$ cat config.mk
export PLATFORM = sky130hd
export DESIGN_NAME = alu_share_ctrl
export DESIGN_NICKNAME = d
export VERILOG_FILES = /design/src/rtl/alu_share_ctrl_pkg.sv /design/src/rtl/alu_share_ctrl_alu_core.sv /design/src/rtl/alu_share_ctrl.sv
export SDC_FILE = /design/constraint.sdc
export NUM_CORES = 1
export LEC_CHECK = 0
export CORE_ASPECT_RATIO = 1.25
export CORE_MARGIN = 1
export CORE_UTILIZATION = 66
export DETAILED_ROUTE_END_ITERATION = 6
export DONT_BUFFER_PORTS = 1
export GPL_TIMING_DRIVEN = 0
export HOLD_SLACK_MARGIN = 0.1
export PLACE_DENSITY = 0.87
export SKIP_CTS_REPAIR_TIMING = 1
export SLEW_MARGIN = 40
export SYNTH_ARGS = -nofsm -noshare
export SYNTH_HDL_FRONTEND = slang
export SYNTH_SLANG_ARGS = --single-unit
$ cat constraint.sdc
create_clock -name clk -period 4.9 [get_ports clk]
set_clock_uncertainty 0.05 [all_clocks]
set_input_delay 0.245 -clock clk [delete_from_list [all_inputs] [get_ports clk]]
set_output_delay 0.245 -clock clk [all_outputs]
set_load 0.01 [all_outputs]
$ cat src/rtl/alu_share_ctrl_pkg.sv
// Shared definitions for the two-requester ALU sharing controller:
// opcode constants, FSM state encoding, default datapath width and the
// round-robin pick helper (used only when ALU_SHARE_RR_EN is defined).
package alu_share_ctrl_pkg;

  localparam int DEFAULT_WIDTH = 32;

  localparam logic [2:0] OP_ADD = 3'd0;
  localparam logic [2:0] OP_SUB = 3'd1;
  localparam logic [2:0] OP_AND = 3'd2;
  localparam logic [2:0] OP_OR  = 3'd3;
  localparam logic [2:0] OP_SRL = 3'd4;
  localparam logic [2:0] OP_SRA = 3'd5;

  typedef enum logic [1:0] {
    ST_IDLE = 2'd0,
    ST_EXEC = 2'd1,
    ST_RESP = 2'd2
  } state_t;

  // On a tie the requester that was not granted last wins; otherwise the
  // only active requester wins.
  function automatic logic pick_rr(input logic v0, input logic v1, input logic last_id);
    logic id;
    if (v0 && v1) begin
      id = ~last_id;
    end else begin
      id = v1;
    end
    return id;
  endfunction

endpackage

$ cat src/rtl/alu_share_ctrl_alu_core.sv
// Purely combinational ALU shared by both requesters. Opcodes 5, 6 and 7
// all perform an arithmetic right shift. Shifts use the full-width B, so
// amounts >= WIDTH give 0 (logical) or all sign bits (arithmetic).
module alu_core #(
  parameter int WIDTH = alu_share_ctrl_pkg::DEFAULT_WIDTH
) (
  input  logic [WIDTH-1:0] a,
  input  logic [WIDTH-1:0] b,
  input  logic [2:0]       op,
  output logic [WIDTH-1:0] c
);
  import alu_share_ctrl_pkg::*;

  // Opcode decode and evaluation
  always_comb begin
    c = '0;
    case (op)
      OP_ADD:  c = a + b;
      OP_SUB:  c = a - b;
      OP_AND:  c = a & b;
      OP_OR:   c = a | b;
      OP_SRL:  c = a >> b;
      OP_SRA:  c = $unsigned($signed(a) >>> b);
      default: c = $unsigned($signed(a) >>> b);
    endcase
  end

endmodule

$ cat src/rtl/alu_share_ctrl.sv
// Two-requester controller time-sharing one combinational ALU.
// IDLE grants one requester and latches its operands, EXEC registers the
// ALU result, RESP presents it until the consumer takes it.
// Build option: define ALU_SHARE_RR_EN for round-robin arbitration;
// otherwise requester 0 has fixed priority and no pointer is built.
module alu_share_ctrl #(
  parameter int WIDTH = alu_share_ctrl_pkg::DEFAULT_WIDTH
) (
  input  logic             clk,
  input  logic             reset,
  input  logic             req0_valid,
  output logic             req0_ready,
  input  logic [WIDTH-1:0] req0_a,
  input  logic [WIDTH-1:0] req0_b,
  input  logic [2:0]       req0_op,
  input  logic             req1_valid,
  output logic             req1_ready,
  input  logic [WIDTH-1:0] req1_a,
  input  logic [WIDTH-1:0] req1_b,
  input  logic [2:0]       req1_op,
  output logic             rsp_valid,
  input  logic             rsp_ready,
  output logic             rsp_id,
  output logic [WIDTH-1:0] rsp_c,
  output logic             busy
);
  import alu_share_ctrl_pkg::*;

  state_t           r_state;
  state_t           w_next;
  logic [WIDTH-1:0] r_a;
  logic [WIDTH-1:0] r_b;
  logic [2:0]       r_op;
  logic             r_id;
  logic [WIDTH-1:0] r_rsp_c;
  logic             r_rsp_id;
  logic             r_rsp_valid;
  logic             r_busy;
  logic [WIDTH-1:0] w_alu_c;
  logic             w_grant;
  logic             w_grant_id;
  logic             w_handshake;

`ifdef ALU_SHARE_RR_EN
  logic r_ptr;
`endif

  alu_core #(.WIDTH(WIDTH)) u_alu (
    .a  (r_a),
    .b  (r_b),
    .op (r_op),
    .c  (w_alu_c)
  );

  // Arbitration: a grant is only possible in IDLE and never while reset is high
  always_comb begin
    w_grant    = 1'b0;
    w_grant_id = 1'b0;
    if ((r_state == ST_IDLE) && !reset && (req0_valid || req1_valid)) begin
      w_grant = 1'b1;
`ifdef ALU_SHARE_RR_EN
      w_grant_id = pick_rr(req0_valid, req1_valid, r_ptr);
`else
      w_grant_id = ~req0_valid;
`endif
    end else begin
      w_grant    = 1'b0;
      w_grant_id = 1'b0;
    end
  end

  assign req0_ready  = w_grant && !w_grant_id;
  assign req1_ready  = w_grant && w_grant_id;
  assign w_handshake = (r_state == ST_RESP) && rsp_ready;

  // Next-state logic
  always_comb begin
    w_next = r_state;
    case (r_state)
      ST_IDLE: begin
        if (w_grant) begin
          w_next = ST_EXEC;
        end else begin
          w_next = ST_IDLE;
        end
      end
      ST_EXEC: w_next = ST_RESP;
      ST_RESP: begin
        if (rsp_ready) begin
          w_next = ST_IDLE;
        end else begin
          w_next = ST_RESP;
        end
      end
      default: w_next = ST_IDLE;
    endcase
  end

  // State register
  always_ff @(posedge clk or posedge reset) begin
    if (reset) begin
      r_state <= ST_IDLE;
    end else begin
      r_state <= w_next;
    end
  end

  // Latch the granted requester's operands and ID
  always_ff @(posedge clk or posedge reset) begin
    if (reset) begin
      r_a  <= '0;
      r_b  <= '0;
      r_op <= 3'd0;
      r_id <= 1'b0;
    end else if (w_grant) begin
      r_a  <= w_grant_id ? req1_a  : req0_a;
      r_b  <= w_grant_id ? req1_b  : req0_b;
      r_op <= w_grant_id ? req1_op : req0_op;
      r_id <= w_grant_id;
    end
  end

  // Capture the ALU result at the end of EXEC; held unchanged through RESP
  always_ff @(posedge clk or posedge reset) begin
    if (reset) begin
      r_rsp_c  <= '0;
      r_rsp_id <= 1'b0;
    end else if (r_state == ST_EXEC) begin
      r_rsp_c  <= w_alu_c;
      r_rsp_id <= r_id;
    end
  end

  // Registered response-valid and busy flags
  always_ff @(posedge clk or posedge reset) begin
    if (reset) begin
      r_rsp_valid <= 1'b0;
      r_busy      <= 1'b0;
    end else begin
      if (r_state == ST_EXEC) begin
        r_rsp_valid <= 1'b1;
      end else if (w_handshake) begin
        r_rsp_valid <= 1'b0;
      end
      if (w_grant) begin
        r_busy <= 1'b1;
      end else if (w_handshake) begin
        r_busy <= 1'b0;
      end
    end
  end

`ifdef ALU_SHARE_RR_EN
  // Remember the last granted requester; reset value 1 lets requester 0 win first
  always_ff @(posedge clk or posedge reset) begin
    if (reset) begin
      r_ptr <= 1'b1;
    end else if (w_grant) begin
      r_ptr <= w_grant_id;
    end
  end
`endif

  assign rsp_valid = r_rsp_valid;
  assign rsp_c     = r_rsp_c;
  assign rsp_id    = r_rsp_id;
  assign busy      = r_busy;

endmodule

==> results.py, run 1 <==
metrics = {
    "synth": {
        "synth_top_area_frac": 0.252,
        "synth_seq_cells": 105,
        "synthArstFlopShare": 1.00,
        "synthesis.nets": 1501,
        "syn_inst": 1327,
        "synth_area_leaders": "dfrtp_1, mux2i_1, o21ai_0",
        "synth_cell_types": 80,
        "synth_area_leader_cell": "dfrtp_1",
        "seq_area_frac_synth": 0.252,
        "synth_edf_count": 0,
        "syn_area_per_cell_um2": 7.86,
        "synth_flop_cell": "dfrtp_1",
        "syn-cell-area_mm2": 0.0104,
        "ys_warn_count": 0,
    },
    "timing": {
        "endpoint_type": "sequential cell input",
        "worst_endpoint": "rsp_c[26]$_DFFE_PP0P_/D",
    },
    "grt": {
        "grt_start_max_net_pins": 55,
        "overflow": 5,
        "grt_usage": 0.688,
    },
    "cts": {
        "clock_path_buffers": 2,
        "numClockSinks": 105,
        "cts_inserted_buffers": 9,
        "cts_root_buf": "clkbuf_16",
        "cts_max_level": 3,
    },
    "run_status": {
        "failed_stage": "global routing",
        "first-error": "[ERROR GRT-0232] Routing congestion too high. Check the congestion heatmap in the GUI.",
        "status": "stopped before the end",
    },
    "floorplanning": {
        "boundaryPins": 176,
        "die_x_um": 114,
        "row_count": 51,
        "die_h_um": 143,
        "initial_core_util": 0.672,
    },
    "place": {
        "dp_hpwl_um": 32900,
        "portBuffers": 0,
        "dp_slack_ps": -881,
        "gp_congestion": 1.14,
    },
}
[cells by family after synthesis]
kind of cell             count (synthesis)  synth area share
XOR/XNOR                                53            0.0445
adder cells (fa/ha/maj)                 46            0.0533
flip-flops                             105             0.252
multiplexers                           131             0.154
AND/OR/NAND/NOR                        409             0.176
AO/OA/AOI/OAI                          459             0.272
buffers and inverters                  124            0.0481
[Yosys cell counts (4+ instances only)]
master / number
nand3_1: 19
dfrtp_1: 105
and3_1: 5
nor4_1: 7
xnor2_1: 29
clkbuf_1: 86
o21ai_0: 189
or3_1: 7
inv_1: 17
o21a_1: 11
nand2b_1: 20
a21oi_1: 111
buf_2: 8
o211ai_1: 15
maj3_1: 11
o21bai_1: 4
a21o_1: 12
or2_2: 6
o22ai_1: 16
buf_1: 9
nor3_1: 18
a31oi_1: 10
ha_1: 34
a22o_1: 4
nor2b_1: 12
mux4_2: 23
nand2_1: 175
mux2_2: 7
a221oi_1: 15
o31ai_1: 9
nand4_1: 7
and2_1: 7
mux2i_1: 101
nor2_1: 112
o2111ai_1: 6
xor2_1: 24
a211oi_1: 12
[metrics by stage]
step	area (um2)	util	hold WS, ps	cells
floorplan	10400	-	302	1327
global placement	10700	0.689	325	1539
detailed placement	10700	0.692	73.6	1540
CTS	11000	0.711	-312	1555
[routing by layer]
metal,overflow,GRT usage
met4,2,0.658
met2,3,0.891
met1,0,0.721
met5,0,0.130
met3,0,0.460
==> run 2, diff against run 1 <==
--- a/config.mk
+++ b/config.mk
@@ -5,14 +5,12 @@
 export SDC_FILE = /design/constraint.sdc
 export NUM_CORES = 1
 export LEC_CHECK = 0
-export CORE_ASPECT_RATIO = 1.25
 export CORE_MARGIN = 1
-export CORE_UTILIZATION = 66
+export CORE_UTILIZATION = 40
 export DETAILED_ROUTE_END_ITERATION = 6
 export DONT_BUFFER_PORTS = 1
 export GPL_TIMING_DRIVEN = 0
-export HOLD_SLACK_MARGIN = 0.1
-export PLACE_DENSITY = 0.87
+export PLACE_DENSITY_LB_ADDON = 0.15
 export SKIP_CTS_REPAIR_TIMING = 1
 export SLEW_MARGIN = 40
 export SYNTH_ARGS = -nofsm -noshare
==> run 2 against run 1 <==
Effect of this change: the run now ends clean; synthesized cell count is the same; area after synthesis stayed put.
==> results.py, run 2 <==
metrics = {
    "run_status": {
        "status": "finished, final reports clean",
    },
    "detailed_routing": {
        "via_per_inst": 6.50,
        "wirelength_um": 48500,
        "wire_per_inst_um": 29.0,
        "drcViolationCount": 0,
        "first_pass_iters": 7,
        "dr.first_iter.drc_count": 1177,
        "ant_nets": 0,
        "num_vias": 10895,
    },
    "grt": {
        "grt_pass1_vias": 10464,
        "grt_usage": 0.370,
        "antenna_found_initial": 2,
        "overflow": 0,
        "grt_pass1_wl_um": 71200,
        "grt_start_max_net_pins": 58,
    },
    "place": {
        "dp_slack_ps": -921,
        "dp_hpwl_um": 39100,
        "gp_congestion": 0.999,
        "portBuffers": 0,
    },
    "hold_path": {
        "hp-class": "in -> reg",
        "worstHoldStart": "rsp_ready",
        "holdPathStages": 3,
        "min_to": "busy$_DFFE_PP0P_",
    },
    "setup_path": {
        "cp.required_ps": 5110,
        "cp.arrival_ps": 4990,
        "worst_setup_path_start_kind": "flop",
        "critPathMaxFanout": 10,
        "r2r-end": "rsp_c[26]$_DFFE_PP0P_",
        "cpPeakStageDelay_ps": 440,
        "r2r_setup_slack_ps": 120,
        "r2r-start": "r_b[0]$_DFFE_PP0P_",
        "cp_slowest_cell": "or2_2",
        "worstRegToRegCells": 17,
        "crit_type": "reg -> reg",
        "end_kind": "flop",
        "worstPathCellList": "buf_4, or2_2, o41ai_4, buf_4, nand2_1, nor2_1, xor2_1, ha_1, and4_1, and3_1, o2111ai_1, a31oi_2, a31o_2, a31oi_1, xnor2_1, a221oi_2, nor2_1",
    },
    "cells_and_area": {
        "multiInputGateArea_mm2": 0.00742,
        "final_cell_mix": "o21ai_0, nand2_1, nor2_1, a21oi_1, dfrtp_1",
        "layout_commonest_cell": "o21ai_0",
        "final-seq-area_mm2": 0.00263,
        "fillers": 2701,
        "num_antenna_cells": 0,
        "syn_to_final_growth_pct": 9.23,
        "nNetsFinal": 1515,
        "drive_gt1_frac": 0.0951,
    },
    "synth": {
        "synth_cell_types": 80,
        "syn_inst": 1327,
        "synth_most_common_cell": "o21ai_0",
        "synth_seq_cells": 105,
        "ys_top_cells_by_count": "o21ai_0, nand2_1, nor2_1",
        "synth_flop_cell": "dfrtp_1",
        "synth_top_area_frac": 0.252,
        "ys_warn_count": 0,
        "synthesis.nets": 1501,
        "synth_edf_count": 0,
        "synth_area_leaders": "dfrtp_1, mux2i_1, o21ai_0",
        "syn-cell-area_mm2": 0.0104,
        "seq_area_frac_synth": 0.252,
        "synth_area_leader_cell": "dfrtp_1",
        "syn_area_per_cell_um2": 7.86,
        "synthArstFlopShare": 1.00,
    },
    "power": {
        "powerDensity_mw_per_mm2": 832,
        "pwr-share-clk": 0.084,
        "comb_power_share": 0.704,
        "p_switching_w": 0.00550,
        "power.internal_w": 0.00398,
        "peakVddDrop_uv": 323,
        "leakage_nw": 4.59,
        "p_sw_frac": 0.580,
        "pwr-share-seq": 0.211,
    },
    "timing": {
        "setup_viol": 0,
        "holdWs_ps": 2.93,
        "maxSlewHeadroom": 0.444,
        "period_share": 0.976,
        "finalWorstSetupSlack_ps": 118,
        "post-route-min-period_ps": 4780,
        "worstMarginPinSlew_ps": 835,
        "fmax_ghz": 0.209,
        "finalHoldViolations": 0,
        "final_max_slew_viol_count": 0,
    },
    "cts": {
        "clk-insertion-delay-late_ps": 380,
        "clock_path_buffers": 2,
        "numClockSinks": 105,
        "cts_inserted_buffers": 9,
        "cts_tree": "done",
        "cts_root_buf": "clkbuf_16",
        "cts.clk_slew.worst_paths_ps": 100,
        "cts_max_level": 3,
    },
    "floorplanning": {
        "initial_core_util": 0.410,
        "boundaryPins": 176,
        "die_x_um": 163,
        "core_region_area_mm2": 0.0254,
        "row_count": 58,
        "die-area_mm2": 0.0267,
        "die_h_um": 163,
    },
    "flow_run": {
        "max_cap_violations": 0,
    },
}
## run 2: worst max-delay path: cells and delay by family (launching register included)
| family | cells | cell delay, ps |
|---|---|---|
| xor gates and xnor gates | 2 | 260 |
| AOI/OAI and AO/OA | 6 | 1700 |
| DFF | 1 | 430 |
| adders and majority gates | 1 | 430 |
| and+or+nand+nor | 6 | 1400 |
| buffers and inverters | 2 | 390 |
## run 2: worst max path at each step
stage	startpoint	to	slack, ps	cells past startpoint
after detailed placement	r_b[0]$_DFFE_PP0P_	rsp_c[26]$_DFFE_PP0P_	-920	21
after floorplan	r_b[0]$_DFFE_PP0P_	rsp_c[30]$_DFFE_PP0P_	390	19
after global routing	r_b[0]$_DFFE_PP0P_	rsp_c[26]$_DFFE_PP0P_	-20	19
after global placement	r_b[0]$_DFFE_PP0P_	rsp_c[26]$_DFFE_PP0P_	-1280	18
after CTS	r_b[0]$_DFFE_PP0P_	rsp_c[26]$_DFFE_PP0P_	-950	21
final	r_b[0]$_DFFE_PP0P_	rsp_c[26]$_DFFE_PP0P_	120	17
## run 2: routing by layer
metal,global-route usage,share of wire,vias up
li1,-,-,4899
met1,0.495,0.43,5192
met2,0.571,0.44,654
met3,0.0675,0.084,150
met4,0.178,0.055,0
met5,0,0,-
## run 2: final cells by class
class / instances / area share
inverters: 17 / 0.00659
multi-input cells: 1098 / 0.652
clock buffers: 9 / 0.0198
plain buffers: 99 / 0.0371
repair buffers: 11 / 0.00945
clock inverters: 7 / 0.00802
flip-flops and latches: 105 / 0.231
well taps: 330 / 0.0363
## run 2: through the flow
stage	instance area (um2)	total power (W)	setup TNS (ps)	utilization	instances
floorplan	10400	0.00601	0	-	1327
global placement	10800	0.00828	-15770	0.427	1657
detailed placement	10900	0.00827	-6790	0.429	1658
CTS	11200	0.00909	-7370	0.441	1674
global route	11400	0.0101	-27.6	0.448	1676
finish	11400	0.00948	0	0.448	1676
## run 2: power groups by stage
stage	sequential, W	combinational, W	clock, W
after global placement	0.00194	0.00634	0
final	0.00200	0.00668	0.000800
after global routing	0.00203	0.00719	0.000838
after CTS	0.00192	0.00635	0.000817
after detailed placement	0.00194	0.00633	0
after floorplan	0.00161	0.00439	0
## run 2: cells by family (layout without fill, tap and decap cells)
kind of cell,after synthesis,in the layout,synth area share
AO/OA/AOI/OAI,459,459,0.272
AND/OR/NAND/NOR,409,409,0.176
multiplexers,131,131,0.154
buffers and inverters,124,143,0.0481
flip-flops,105,105,0.252
XOR/XNOR,53,53,0.0445
adder cells (fa/ha/maj),46,46,0.0533
Note: power is estimated with default switching activity, not from simulation.
